## config.mk

```make
export PLATFORM = sky130hd
export DESIGN_NAME = key_uart_tx
export DESIGN_NICKNAME = d
export VERILOG_FILES = /design/src/rtl/key_uart_tx_pkg.sv /design/src/rtl/key_uart_tx_sync_fifo.sv /design/src/rtl/key_uart_tx.sv
export SDC_FILE = /design/constraint.sdc
export NUM_CORES = 1
export LEC_CHECK = 0
export ABC_CLOCK_PERIOD_IN_PS = 2950
export CAP_MARGIN = 15
export CORE_MARGIN = 2
export CORE_UTILIZATION = 61
export CTS_CLUSTER_DIAMETER = 100
export DETAILED_ROUTE_END_ITERATION = 8
export GPL_TIMING_DRIVEN = 0
export PLACE_DENSITY_LB_ADDON = 0.12
export SLEW_MARGIN = 10
export SYNTH_ARGS = -nofsm -noshare
export SYNTH_HDL_FRONTEND = slang
export SYNTH_SLANG_ARGS = --single-unit
export TNS_END_PERCENT = 5
```

## constraint.sdc

```tcl
create_clock -name clk -period 2.95 [get_ports clk]
set_input_delay 0.59 -clock clk [delete_from_list [all_inputs] [get_ports clk]]
set_output_delay 0.59 -clock clk [all_outputs]
set_load 0.01 [all_outputs]
```

## src/rtl/key_uart_tx_pkg.sv

```systemverilog
// Shared constants for the keyboard path: serializer state encoding, the
// arrow-key codes produced by the PS/2 decoder, and the ANSI bytes that the
// UART side expands them into.
package key_uart_tx_pkg;

  typedef enum logic [1:0] {
    ST_IDLE  = 2'd0,
    ST_START = 2'd1,
    ST_DATA  = 2'd2,
    ST_STOP  = 2'd3
  } tx_state_e;

  // Arrow codes emitted by the PS/2 decoder
  localparam logic [7:0] KEY_UP    = 8'hE0;
  localparam logic [7:0] KEY_DOWN  = 8'hE1;
  localparam logic [7:0] KEY_LEFT  = 8'hE2;
  localparam logic [7:0] KEY_RIGHT = 8'hE3;

  // ANSI cursor sequence: ESC '[' <final>
  localparam logic [7:0] ANSI_ESC   = 8'h1B;
  localparam logic [7:0] ANSI_CSI   = 8'h5B;
  localparam logic [7:0] ANSI_UP    = 8'h41;
  localparam logic [7:0] ANSI_DOWN  = 8'h42;
  localparam logic [7:0] ANSI_RIGHT = 8'h43;
  localparam logic [7:0] ANSI_LEFT  = 8'h44;

  // Arrow codes occupy 0xE0-0xE3, so only the low two bits differ.
  function automatic logic is_arrow(input logic [7:0] code);
    return code[7:2] == KEY_UP[7:2];
  endfunction

  // Note the ANSI order is up/down/right/left, not the key-code order.
  function automatic logic [7:0] arrow_final(input logic [1:0] sel);
    case (sel)
      2'd0:    return ANSI_UP;
      2'd1:    return ANSI_DOWN;
      2'd2:    return ANSI_LEFT;
      default: return ANSI_RIGHT;
    endcase
  endfunction

endpackage

```

## src/rtl/key_uart_tx_sync_fifo.sv

```systemverilog
// Single-clock FIFO, first-word fall-through (rdata_o shows the head entry).
// Ports:
//   clk_i, nrst_i      clock / async active-low reset
//   push_i, wdata_i    write strobe and data; ignored while full_o
//   pop_i, rdata_o     read strobe and head data; ignored while empty_o
//   full_o, empty_o    status, both derived from the entry count
module sync_fifo #(
  parameter int WIDTH = 8,
  parameter int DEPTH = 8
) (
  input  logic             clk_i,
  input  logic             nrst_i,
  input  logic             push_i,
  input  logic [WIDTH-1:0] wdata_i,
  input  logic             pop_i,
  output logic [WIDTH-1:0] rdata_o,
  output logic             full_o,
  output logic             empty_o
);
  localparam int AW = (DEPTH > 1) ? $clog2(DEPTH) : 1;
  localparam logic [AW:0] DEPTH_C = (AW+1)'(DEPTH);

  logic [WIDTH-1:0] mem_q [DEPTH];
  logic [AW-1:0]    wptr_q, rptr_q;
  logic [AW:0]      cnt_q;
  logic             push_ok, pop_ok;

  assign full_o  = (cnt_q == DEPTH_C);
  assign empty_o = (cnt_q == '0);
  // Full/empty come from registered state, so a push into a full FIFO is
  // dropped even if the same edge pops an entry.
  assign push_ok = push_i && !full_o;
  assign pop_ok  = pop_i && !empty_o;
  assign rdata_o = mem_q[rptr_q];

  always_ff @(posedge clk_i) begin
    if (push_ok) mem_q[wptr_q] <= wdata_i;
  end

  // Pointers are AW bits wide and DEPTH is a power of two, so they wrap for free.
  always_ff @(posedge clk_i or negedge nrst_i) begin
    if (!nrst_i) begin
      wptr_q <= '0;
      rptr_q <= '0;
      cnt_q  <= '0;
    end else begin
      if (push_ok) wptr_q <= wptr_q + 1'b1;
      if (pop_ok)  rptr_q <= rptr_q + 1'b1;
      case ({push_ok, pop_ok})
        2'b10:   cnt_q <= cnt_q + 1'b1;
        2'b01:   cnt_q <= cnt_q - 1'b1;
        default: ;
      endcase
    end
  end

endmodule

```

## src/rtl/key_uart_tx.sv

```systemverilog
// Keystroke-to-UART transmitter. Keystrokes are queued in a FIFO and sent
// 8N1, LSB first. Arrow codes 0xE0-0xE3 expand to ESC '[' <A|B|D|C>.
// Ports:
//   clk, nrst        clock / async active-low reset
//   keystroke, done  byte and its one-cycle valid strobe
//   tx               serial output, idle high
//   busy             serializer active, FIFO non-empty or escape bytes pending
//   overflow         sticky; a keystroke arrived while the FIFO was full
module key_uart_tx #(
  parameter int CLK_FREQ   = 100_000_000,
  parameter int BAUD       = 115200,
  parameter int FIFO_DEPTH = 8
) (
  input  logic       clk,
  input  logic       nrst,
  input  logic [7:0] keystroke,
  input  logic       done,
  output logic       tx,
  output logic       busy,
  output logic       overflow
);
  import key_uart_tx_pkg::*;

  localparam int BIT_CLKS = CLK_FREQ / BAUD;
  localparam int CW = $clog2(BIT_CLKS + 1);
  localparam logic [CW-1:0] BIT_LAST = CW'(BIT_CLKS - 1);

  tx_state_e  state_q, state_d;
  logic [CW-1:0] baud_q, baud_d;
  logic [2:0] bit_q, bit_d;
  logic [1:0] esc_q, esc_d;          // escape bytes still to send after ESC
  logic [7:0] esc_chr_q, esc_chr_d;  // final byte of the pending sequence
  logic [7:0] data_q, data_d;        // byte of the frame in flight
  logic       tx_q, tx_d, busy_q, busy_d, ovf_q;
  logic       fifo_full, fifo_empty, fifo_pop, bit_end;
  logic [7:0] fifo_rdata;

  sync_fifo #(.WIDTH(8), .DEPTH(FIFO_DEPTH)) u_fifo (
    .clk_i   (clk),
    .nrst_i  (nrst),
    .push_i  (done),
    .wdata_i (keystroke),
    .pop_i   (fifo_pop),
    .rdata_o (fifo_rdata),
    .full_o  (fifo_full),
    .empty_o (fifo_empty)
  );

  assign bit_end  = (baud_q == BIT_LAST);
  // Pending escape bytes take priority; the FIFO is only read once they are out.
  assign fifo_pop = (state_q == ST_IDLE) && (esc_q == 2'd0) && !fifo_empty;

  always_ff @(posedge clk or negedge nrst) begin
    if (!nrst) begin
      state_q   <= ST_IDLE;
      baud_q    <= '0;
      bit_q     <= '0;
      esc_q     <= '0;
      esc_chr_q <= '0;
      data_q    <= '0;
      tx_q      <= 1'b1;
      busy_q    <= 1'b0;
      ovf_q     <= 1'b0;
    end else begin
      state_q   <= state_d;
      baud_q    <= baud_d;
      bit_q     <= bit_d;
      esc_q     <= esc_d;
      esc_chr_q <= esc_chr_d;
      data_q    <= data_d;
      tx_q      <= tx_d;
      busy_q    <= busy_d;
      ovf_q     <= ovf_q | (done & fifo_full);
    end
  end

  always_comb begin
    state_d   = state_q;
    baud_d    = baud_q;
    bit_d     = bit_q;
    esc_d     = esc_q;
    esc_chr_d = esc_chr_q;
    data_d    = data_q;
    if (state_q != ST_IDLE) baud_d = bit_end ? '0 : baud_q + 1'b1;
    case (state_q)
      ST_IDLE: begin
        baud_d = '0;
        bit_d  = '0;
        if (esc_q != 2'd0) begin
          state_d = ST_START;
          esc_d   = esc_q - 2'd1;
          data_d  = (esc_q == 2'd2) ? ANSI_CSI : esc_chr_q;
        end else if (!fifo_empty) begin
          state_d = ST_START;
          if (is_arrow(fifo_rdata)) begin
            data_d    = ANSI_ESC;
            esc_d     = 2'd2;
            esc_chr_d = arrow_final(fifo_rdata[1:0]);
          end else begin
            data_d = fifo_rdata;
          end
        end
      end
      ST_START: if (bit_end) state_d = ST_DATA;
      ST_DATA: if (bit_end) begin
        bit_d = bit_q + 1'b1;
        if (bit_q == 3'd7) state_d = ST_STOP;
      end
      ST_STOP: if (bit_end) state_d = ST_IDLE;
      default: state_d = ST_IDLE;
    endcase
  end

  // tx and busy are registered, so the line trails the state by one cycle;
  // this gives the two-edge done-to-start-bit latency and lets busy drop
  // exactly when the stop bit ends on the wire.
  always_comb begin
    case (state_q)
      ST_START: tx_d = 1'b0;
      ST_DATA:  tx_d = data_q[bit_q];
      default:  tx_d = 1'b1;
    endcase
    busy_d = (state_q != ST_IDLE) || !fifo_empty || (esc_q != 2'd0);
  end

  assign tx       = tx_q;
  assign busy     = busy_q;
  assign overflow = ovf_q;

endmodule

```

# Word level (Yosys, flattened, before mapping)
# Memories as Yosys holds them, arrays and structs flattened.
# Index checks and enable logic that the tools add are counted.
# op_classes
n_lt_le_gt_ge,1
mux,26
bitwise_logic,4
add_sub_neg,7
eq_ne,18
n_reduce_logical,23
# op_table
operator,count
2-to-1 mux 8 bit,4
2-to-1 mux 10 bit,3
2-to-1 mux 2 bit,9
nonzero test 2 bit,6
"adder 10 x 1 -> 10 bit, second input constant",1
"equality test 10 bit, second input constant",1
"equality test 2 bit, second input constant",5
"adder 3 x 1 -> 3 bit, second input constant",3
case mux 3 bit (3 select lines),1
"inequality test 2 bit, second input constant",4
case mux 2 bit (4 select lines),1
case mux 4 bit (2 select lines),1
"equality test 2 x 1 -> 1 bit, second input constant",3
"equality test 6 bit, second input constant",1
zero test 2 bit,3
case mux 3 bit (2 select lines),1
AND reduction 5 bit,1
"adder 4 x 1 -> 4 bit, second input constant",1
"equality test 4 bit, second input constant",1
logical AND 1 bit,4
zero test 4 bit,1
"< comparator 3 x 4 -> 1 bit, second input constant",1
AND reduction 2 bit,2
AND reduction 4 bit,1
15 further kinds,20
# word_totals
register_bits,46
elab_cells,92
memories,1
ramBits,64
input_bits,11
output_inout_bits,3
# mem_list
memory,depth,width,rd,rd_clocked_by_memory_dff,wr,line,source
u_fifo.mem_q,8,8,1,0,1,key_uart_tx_sync_fifo.sv:23,logic [WIDTH-1:0] mem_q [DEPTH];

# Longest topological paths before layout
# depth
depth_word,6
ltp_mapped,12
mapped_depth_nobuf,11

# By module
# Synthesis repeated with hierarchy kept, for this count alone.
# unflattened
cells_unflattened,324
hier_area_um2,4822.1
# modules_own_cells
mod,area_per_inst_um2,seq_area_each_um2,n_inst,cells_each
sync_fifo,3124.2,2172.1,1,160
key_uart_tx,1697.9,802.0,1,164

# Worst setup path after synthesis
# Ideal clock, no wire load.
# synth_timing
kind,register to register
from,register u_fifo.cnt_q[1]
to,register u_fifo.cnt_q[2]
path_stages_with_launch,13
t_required_ns,2.825
arrival_time_ns,2.228
period_less_slack_ns,2.353
path_slack_ns,0.597
setup_ns,0.125
path_buffers,1
path_cell_list,dfrtp_1 > clkbuf_1 > nor3_1 > nand2b_1 > nand3_1 > inv_2 > ha_1 > xor2_1 > ha_1 > a21oi_1 > xor2_1 > nor2_1 > xor2_1
# synth_via
elab_chain_cells,6
elab_cells_between_ends,13
cone_classes,add/sub: 2; eq/ne: 3; mux: 1; reduce/logical: 7
# synth_lines
element,line,source
"start, declared",key_uart_tx_sync_fifo.sv:25,logic [AW:0] cnt_q;
"start signal, assigned",key_uart_tx_sync_fifo.sv:50,2'b10: cnt_q <= cnt_q + 1'b1;
"start signal, assigned",key_uart_tx_sync_fifo.sv:51,2'b01: cnt_q <= cnt_q - 1'b1;
zero test 4 bit (*),key_uart_tx_sync_fifo.sv:29,assign empty_o = (cnt_q == '0);
zero test 1 bit (*),"key_uart_tx_sync_fifo.sv:33, key_uart_tx.sv:51",
logical AND 1 bit,key_uart_tx.sv:51,assign fifo_pop = (state_q == ST_IDLE) && (esc_q == 2'd0) && !fifo_empty;
logical AND 1 bit (*),key_uart_tx_sync_fifo.sv:33,assign pop_ok = pop_i && !empty_o;
via u_fifo.pop_ok,key_uart_tx_sync_fifo.sv:26,"logic push_ok, pop_ok;"
equality test 2 x 1 -> 1 bit or equality test 2 bit (tied branches),key_uart_tx_sync_fifo.sv:49,"case ({push_ok, pop_ok})"
case mux 4 bit (2 select lines) or nonzero test 2 bit (tied branches),--,
# Mark *: on every way through the listed nets, which the timed path passes. The rest lies on a longest branch.
# A chain may end at the register's enable or synchronous reset.

# Worst setup path after layout
# Ends and elaborated chain as after synthesis.

==> impl_metrics.json <==
{
  "run_status": "finished clean",
  "dp_cells": 446,
  "synthesis.area_mm2": 0.004827,
  "fp.dieW_um": 92.96,
  "ys_top_cells_by_area": "edfxtp_1 (40%), dfrtp_1 (21%), mux4_2 (8.4%), ha_1 (4.7%), nor2_1 (2.3%)",
  "grt_max_degree": 33,
  "drc_errors": 0,
  "hpwl_mm": 5.557,
  "synth_top_cell_by_area": "edfxtp_1",
  "grt_pass1_vias": 2645,
  "irDropWorstVdd_v": 0.0005429,
  "setup_violations": 0,
  "slew_violations": 0,
  "cts_buffers": 9,
  "clockBufferDepth": 2,
  "drv_cap": 0,
  "synth.avg_cell_area_um2": 14.63,
  "final_cell_area_mm2": 0.005299,
  "dpl-instance-area_mm2": 0.005110,
  "total_power_w": 0.004897,
  "cellPowerDensity_mw_per_mm2": 924.1,
  "fp.dieH_um": 92.96,
  "synth.distinct_cells": 55,
  "area_delta_synth_final_pct": 9.772,
  "rows": 32,
  "path_cells": "clkbuf_1, nor3_1, nand2b_1, nand3_1, inv_2, ha_1, xor2_1, ha_1, a21oi_1, xor2_1, nor2_1, xor2_1",
  "yosysTopAreaCellShare_pct": 39.81,
  "drt-initial-drc-count": 91,
  "async_flop_share_pct": 39.62,
  "boundaryPins": 14,
  "cts.clk_slew.worst_paths_ns": 0.11,
  "synthFlopType": "edfxtp_1",
  "holdBufCountCts": 0,
  "numPortBuffers": 13,
  "synth_cells": 330,
  "mostFrequentLayoutCell": "edfxtp_1",
  "synth_edf_count": 64,
  "arrival_ns": 2.91,
  "wirelength_mm": 7.991,
  "finalCriticalPeriod_ns": 2.659,
  "overflow": 0,
  "routedWlPerCell_um": 17.30,
  "layout.cells.non_filler": 462,
  "critPathMaxFanout": 8,
  "cp-start-kind": "flop",
  "cpMostUsedCell": "xor2_1",
  "grtUsageTotal_pct": 20.67,
  "endpoint_kind": "flop",
  "relSlewSlack_pct": 37.25,
  "utilization_pct": 68.93,
  "vias": 2654,
  "core_mm2": 0.007687,
  "hold_path.class": "in -> async",
  "vias_per_cell": 5.745,
  "place.gp.congestion": 0.7619,
  "clockRootBuffer": "clkbuf_8",
  "yosysWarnings": 0,
  "slowest_stage": "dfrtp_1",
  "fin_crit_sh_pct": 90.13,
  "clkLatencyLatePin_ns": 0.37,
  "tns_ns": 0,
  "power.leakage_nw": 2.004,
  "clock_skew_ns": 0.009374,
  "grt_pass1_wl_mm": 13.25,
  "ant_nets": 0,
  "h-tree-depth": 3,
  "cts-resized-gates": 0,
  "antenna_found_initial": 0,
  "cp_slowest_stage_delay_ns": 0.37,
  "setup.worst_path.start": "u_fifo.cnt_q[1]$_DFFE_PN0P_",
  "cp.required_ns": 3.20,
  "final_cell_mix": "edfxtp_1 (64), dfrtp_1 (41), nor2_1 (30), mux4_2 (18), ha_1 (18)",
  "regToRegStartpoint": "u_fifo.cnt_q[1]$_DFFE_PN0P_",
  "syn-num-nets": 359,
  "postSynthRegisterBits": 106,
  "tritoncts": "yes",
  "worstSetupPathType": "reg -> reg",
  "seq_area_frac_synth_pct": 61.61,
  "worst_slew_pin_slew_ns": 0.9377,
  "antennaDiodeCount": 0,
  "cts_setup_buffers": 0,
  "rsz0062_at_grt": "no",
  "dieArea_mm2": 0.008641,
  "fin_nets": 384,
  "fmax_mhz": 376.1,
  "hold_violations": 0,
  "initial_core_util_pct": 62.79,
  "cts.sinks": 106,
  "layout-drive-gt1-share_pct": 17.50,
  "firstDrtPassIters": 4
}
==> kinds of logic (layout without fill, tap and decap cells) <==
| group | Yosys count | count (layout) | share of synthesized area (%) |
|---|---|---|---|
| adder cells (fa/ha/maj) | 18 | 18 | 4.666 |
| AO/OA/AOI/OAI | 35 | 35 | 6.040 |
| buffers and inverters | 28 | 58 | 2.436 |
| multiplexers | 35 | 35 | 12.31 |
| XOR/XNOR | 17 | 17 | 3.084 |
| AND/OR/NAND/NOR | 91 | 91 | 9.850 |
| flip-flops | 106 | 106 | 61.61 |
==> worst max-delay path: cells and delay by family, from the launching register on <==
kind	cells	cell delay, ns
buf+inv	2	0.31
xor+xnor	3	0.47
simple gates	4	0.76
flops	1	0.37
fa+ha+maj	2	0.47
compound gates	1	0.15
==> power breakdown <==
group | internal (W) | switching (W)
Sequential | 0.00193 | 0.000205
Clock | 0.000328 | 0.000520
Combinational | 0.000868 | 0.00105
Total | 0.00313 | 0.00177
==> area by class of cell <==
class                   instances  area [um2]
plain buffers                  11       53.80
clock inverters                 6       61.31
multi-input cells             196        1745
clock buffers                  10       127.6
inverters                      17       63.81
well taps                     102       127.6
flip-flops and latches        106        2974
repair buffers                 14       145.1
fillers                       549        2389
==> per-stage QoR <==
| step | setup WS (ns) | hold WS, ns |
|---|---|---|
| after floorplan | 0.5968 | 0.2944 |
| after global placement | -0.01706 | 0.4489 |
| after detailed placement | 0.3059 | 0.4584 |
| after CTS | 0.2938 | 0.07682 |
| after global routing | 0.08542 | 0.09041 |
| final | 0.2911 | 0.08956 |
==> metal layers <==
| metal | global-route usage (%) | up-vias | part of all wire, % |
|---|---|---|---|
| met5 | 0 | - | 0 |
| met2 | 35.39 | 37 | 52 |
| met3 | 3.906 | 8 | 3.6 |
| met1 | 26.48 | 1326 | 43 |
| li1 | - | 1283 | - |
| met4 | 7.598 | 0 | 1.4 |
==> registers in the layout (all words and copies together) (netlist names) <==
name           count
busy               1
u_fifo.rptr_q      3
esc_q              2
esc_chr_q          4
state_q            2
overflow           1
data_q             8
tx                 1
u_fifo.mem_q      64
u_fifo.wptr_q      3
baud_q            10
bit_q              3
u_fifo.cnt_q       4
==> Yosys cell counts, drive strengths merged (2+ instances only) <==
master,n
a211oi,2
a21oi,2
a221oi,4
a22o,2
a31oi,2
and2,2
and3,3
buf,4
clkbuf,7
dfrtp,41
edfxtp,64
ha,18
inv,17
mux2,9
mux2i,8
mux4,18
nand2,16
nand2b,10
nand3,6
nand4,2
nor2,30
nor3,12
nor4,3
o21ai,10
o311ai,2
o32ai,3
or2,2
xnor2,10
xor2,7
==> path summary, 6_finish.rpt <==
path,endpoint,slack (ns),cells after the start
setup / recovery,u_fifo.cnt_q[2]$_DFFE_PN0P_,0.29,12
hold / removal,baud_q[5]$_DFF_PN0_,0.09,1
setup reg to reg,u_fifo.cnt_q[2]$_DFFE_PN0P_,0.29,12
hold reg to reg,overflow$_DFF_PN0_,0.48,1
max in group asynchronous,esc_chr_q[1]$_DFFE_PN0P_,2.41,2
min in group clk,overflow$_DFF_PN0_,0.48,1
No activity file was read; power rests on OpenSTA's default activity.
